### src/rtl/dmem_mmio.sv
`default_nettype none
// ============================================================================
// dmem_mmio : data RAM plus MMIO page (cycle counter, LED, byte TX FIFO)
// Revision  : 1.0
// ============================================================================
module dmem_mmio #(
  parameter int DEPTH      = 64,
  parameter int FIFO_DEPTH = 4
) (
  input  logic        clk,
  input  logic        reset,
  input  logic        MemWrite,
  input  logic [31:0] ALUResult,
  input  logic [31:0] WriteData,
  output logic [31:0] ReadData,
  output logic [7:0]  LED,
  output logic [7:0]  TxData,
  output logic        TxValid,
  input  logic        TxReady
);

  localparam int c_AW = $clog2(DEPTH);
  localparam int c_FW = $clog2(FIFO_DEPTH);
  localparam int c_CW = c_FW + 1;
  localparam logic [c_CW-1:0] c_FULL = c_CW'(FIFO_DEPTH);

  logic [31:0]     r_mem [DEPTH];
  logic [31:0]     r_cycle;
  logic [7:0]      r_led;
  logic            r_ovf;
  logic [7:0]      r_buf [FIFO_DEPTH];
  logic [c_FW-1:0] r_rd;
  logic [c_FW-1:0] r_wr;
  logic [c_CW-1:0] r_count;

  logic w_ram_sel, w_per_sel, w_full, w_empty;
  logic w_push, w_pop, w_accept, w_ovf_set, w_ovf_clr, w_led_we;
  logic w_unused;

  assign w_ram_sel = (ALUResult[31:c_AW+2] == '0);
  assign w_per_sel = (ALUResult[31:4] == 28'h800_0000);
  assign w_full    = (r_count == c_FULL);
  assign w_empty   = (r_count == '0);
  assign w_led_we  = MemWrite && w_per_sel && (ALUResult[3:2] == 2'd1);
  assign w_push    = MemWrite && w_per_sel && (ALUResult[3:2] == 2'd2);
  assign w_ovf_clr = MemWrite && w_per_sel && (ALUResult[3:2] == 2'd3) && WriteData[2];
  assign w_pop     = !w_empty && TxReady;
  // A pop in the same cycle frees the slot, so a push into a full FIFO still lands.
  assign w_accept  = w_push && (!w_full || w_pop);
  assign w_ovf_set = w_push && !w_accept;
  assign w_unused  = ^ALUResult[1:0];

  assign LED     = r_led;
  assign TxValid = !w_empty;
  assign TxData  = r_buf[r_rd];

  always_ff @(posedge clk) begin
    if (MemWrite && w_ram_sel)
      r_mem[ALUResult[c_AW+1:2]] <= WriteData;
  end

  always_ff @(posedge clk or negedge reset) begin
    if (!reset) begin
      r_cycle <= '0;
      r_led   <= '0;
      r_ovf   <= 1'b0;
      r_rd    <= '0;
      r_wr    <= '0;
      r_count <= '0;
      for (int i = 0; i < FIFO_DEPTH; i++)
        r_buf[i] <= '0;
    end else begin
      r_cycle <= r_cycle + 32'd1;
      if (w_led_we)
        r_led <= WriteData[7:0];
      if (w_ovf_set)
        r_ovf <= 1'b1;
      else if (w_ovf_clr)
        r_ovf <= 1'b0;
      if (w_accept) begin
        r_buf[r_wr] <= WriteData[7:0];
        r_wr        <= r_wr + 1'b1;
      end
      if (w_pop)
        r_rd <= r_rd + 1'b1;
      r_count <= r_count + c_CW'(w_accept) - c_CW'(w_pop);
    end
  end

  always_comb begin
    ReadData = '0;
    if (w_ram_sel) begin
      ReadData = r_mem[ALUResult[c_AW+1:2]];
    end else if (w_per_sel) begin
      case (ALUResult[3:2])
        2'd0:    ReadData = r_cycle;
        2'd1:    ReadData = {24'b0, r_led};
        2'd3:    ReadData = {24'b0, 4'(r_count), 1'b0, r_ovf, w_full, w_empty};
        default: ReadData = '0;
      endcase
    end
  end

endmodule
`default_nettype wire

### config.mk
export PLATFORM = sky130hd
export DESIGN_NAME = dmem_mmio
export DESIGN_NICKNAME = d
export VERILOG_FILES = /design/src/rtl/dmem_mmio.sv
export SDC_FILE = /design/constraint.sdc
export NUM_CORES = 2
export LEC_CHECK = 0
export CORE_ASPECT_RATIO = 0.7
export CORE_MARGIN = 3
export CORE_UTILIZATION = 43
export DETAILED_ROUTE_END_ITERATION = 7
export PLACE_DENSITY = 0.66
export SYNTH_ARGS = -nofsm -noshare
export SYNTH_HDL_FRONTEND = slang
export SYNTH_SLANG_ARGS = --single-unit
### constraint.sdc
create_clock -name clk -period 6 [get_ports clk]
set_clock_uncertainty 0.1 [all_clocks]
set_input_delay 0.6 -clock clk [delete_from_list [all_inputs] [get_ports clk]]
set_output_delay 0.6 -clock clk [all_outputs]
set_load 0.01 [all_outputs]
==> flow_summary.toml <==
[run_status]
status = "finished clean"

[logic_synthesis]
syn_inst = 3920
yosys.cell_types.count = 69
yosys-top-cells-area = "edfxtp_1 (74%), mux4_2 (12%), mux2i_1 (2.8%), dfrtp_1 (2.4%), mux2_2 (1.0%)"
synth_top_area_share = 0.7439
synth_area_um2 = 82670
synth.yosys.seq_area_share = 0.7682
synth_flop_cell = "edfxtp_1"
yosysTopAreaCell = "edfxtp_1"
syn_avg_cell_area_um2 = 21.09
synth_warnings = 0
synthTopCellsByCount = "edfxtp_1 (2048), mux4_2 (437), mux2i_1 (232)"
yosysMostFrequentCell = "edfxtp_1"
synth-seq-cells = 2128
syn_nets = 3996
synth_edf_count = 2048
synthArstFlopShare = 0.03759

[cts]
numClockSinks = 2128
post_cts_resized = 0
hold_buffers = 1
htreeDepth = 4
clockBufferDepth = 4
clk_pin_slew_ns = 0.07
postCtsSetupRepairBufs = 0
insertion_delay_ns = 0.83
cts_buffers = 190
cts_tree = "built"
root_buffer = "clkbuf_16"

[sta]
relSlewSlack = 0.04364
fmax_mhz = 185.8
final-setup-viol-count = 0
hold_viol_final = 0
fin_hold_ws_ns = 0.3451
tightest_slew_ns = 1.421
fin_tns_setup_ns = 0
rsz0062_at_grt = "false"
post-route-period-util = 0.8971
drv_slew = 0
layout_min_cycle_time_ns = 5.383

[power_and_ir_drop]
internal_power_uw = 23320
peakVddDrop_v = 0.0002389
clockPowerShare = 0.402
p_switching_uw = 6321
combPwrFrac = 0.049
power_density_nw_per_um2 = 314.2
seq_power_share = 0.549
netSwitchingFraction = 0.2133
p_leak_uw = 0.03009

[setup_path]
reg2reg_depth = 12
cp-end-kind = "output port"
path_cells = "mux4_2, mux4_2, and2_1, nor4_1, o21ai_0, buf_4, clkdlybuf4s50_1"
cp_slowest_stage_delay_ns = 1.22
crit_type = "register to output port"
cp_top_family = "simple AND/OR/NAND/NOR gates"
path_common_cell = "mux4_2"
cp.buffers_inverters = 2
cp.required_ns = 5.30
cp.depth = 7
start_kind = "register"
crit_fanout = 1
timing.critical_path.arrival_ns = 4.68
critPathSlowestCell = "nor4_1"

[die]
die_w_um = 530.1
dieArea_um2 = 197600
die_h_um = 372.8
core-area_um2 = 189400
io_pins = 117
initial_core_util = 0.4365
rows = 133

[layout]
final_nets = 4303
fillers = 14910
post-route-cell-area_um2 = 94340
areaGrowthSynthToFinish_pct = 14.13
layout-drive-gt1-share = 0.2535

[worst_hold_path]
hold_path_class = "input port to register"
hold_depth = 2

[routing]
ant_nets = 0
via_count = 43730
drcViolationCount = 0
drt-total-wl_um = 244500
drt_iter0_markers = 7435
vias_per_cell = 6.360
drtPass1Iterations = 5
wl_per_cell_um = 35.56

[grt]
grt_pass1_wl_um = 338100
grt_max_degree = 87
overflow = 0
grt_use_total = 0.2445
grt_antenna_before_repair = 11
grt_pass1_vias = 41820

[place]
hpwl_um = 146900
portBuffers = 114
gp_congestion = 0.8930
place_area_um2 = 88420

[flow_run]
max_cap_viol_count = 0
-- power groups by stage --
stage,Combinational (uW),Sequential [uW],Clock [uW]
after global routing,1510,16300,12600
after global placement,1390,16600,0
final,1450,16300,11900
after floorplan,708,16600,0
after CTS,1420,16300,12000
after detailed placement,1410,16600,0
-- flip-flops by register name, indices dropped and copies added (netlist names) --
| name | count |
|---|---|
| LED | 8 |
| r_buf | 32 |
| r_count | 3 |
| r_cycle | 32 |
| r_mem | 2048 |
| r_ovf | 1 |
| r_rd | 2 |
| r_wr | 2 |
-- placed cells by master, fill, tap and decap left out, types with 9 or more instances in the layout --
cell type / instances
nor2_1: 63
mux4_2: 437
a21oi_1: 57
mux2_2: 75
nand2b_1: 16
bufinv_16: 15
a211oi_1: 42
a221oi_1: 17
buf_2: 34
xor2_1: 10
nand3_1: 53
xnor2_1: 25
nand2_1: 82
o21ai_0: 24
a22oi_1: 72
and3_1: 12
nor2_4: 64
a31oi_1: 9
buf_12: 47
clkinv_2: 31
clkdlybuf4s50_1: 75
inv_1: 10
nor4_1: 12
nor2b_1: 22
a22o_1: 14
nor3_1: 24
clkinv_1: 42
mux2i_1: 232
o22ai_1: 47
dfrtp_1: 80
clkbuf_16: 193
buf_4: 168
edfxtp_1: 2048
nand4_1: 20
clkbuf_1: 44
-- area by class of cell --
class / instances / area, um2 / share of cell area
Tap cell: 2497 / 3124 / 0.03312
Clock inverter: 102 / 894.6 / 0.009482
Antenna cell: 4 / 10.01 / 0.0001061
Inverter: 10 / 37.54 / 0.0003979
Multi-Input combinational cell: 1568 / 18580 / 0.1969
Timing Repair Buffer: 329 / 3189 / 0.03381
Sequential cell: 2128 / 63500 / 0.6731
Clock buffer: 238 / 5009 / 0.05309
-- metal layers --
layer	global-route usage	up-vias	wire, um	share of wire
met5	0	-	12	0.000049
met4	0.05533	2	6173	0.025
met3	0.09162	372	37700	0.15
met2	0.3302	3067	101400	0.41
met1	0.3754	23250	99250	0.41
li1	-	17040	-	-
-- path summary, 6_finish.rpt --
kind	start	endpoint	slack, ns
max in group asynchronous	reset	r_buf[10]	4.62
setup / recovery	r_mem[31][22]	ReadData[22]	0.62
min in group asynchronous	reset	LED[5]	0.43
hold / removal	WriteData[0]	r_mem[8][0]	0.35
setup reg to reg	r_count[1]	r_count[2]	3.11
hold reg to reg	r_cycle[0]	r_cycle[0]	0.38
-- kinds of logic (layout without fill, tap and decap cells) --
| kind of cell | Yosys count | after routing | synth area share |
|---|---|---|---|
| adders and majority gates | 8 | 8 | 0.001302 |
| DFF | 2128 | 2128 | 0.7682 |
| AOI/OAI and AO/OA | 347 | 347 | 0.02976 |
| and+or+nand+nor | 434 | 434 | 0.02643 |
| muxes | 744 | 744 | 0.1574 |
| other | 0 | 4 | 0 |
| xor gates and xnor gates | 35 | 35 | 0.003708 |
| buffers and inverters | 224 | 679 | 0.01329 |
-- worst reg2reg max path, cell delays in order, from the launching register on --
cell	delay, ns
dfrtp_1	0.44
nor3b_1	0.37
nor2b_1	0.22
nor2_1	0.05
and3_1	0.35
inv_1	0.11
ha_1	0.23
inv_1	0.06
ha_1	0.13
inv_1	0.05
fa_1	0.39
xnor2_1	0.14
xnor2_1	0.13
-- per-stage QoR --
stage	instances	setup slack (ns)	utilization	power, uW
after detailed placement	6531	0.7954	0.4669	18010
final	6876	0.6173	0.4982	29640
after floorplan	3920	1.881	-	17300
after global routing	6872	0.5814	0.4981	30400
after CTS	6872	0.7531	0.4981	29720
after global placement	6531	0.7736	0.4669	17980
(Power assumes the default switching activity.)
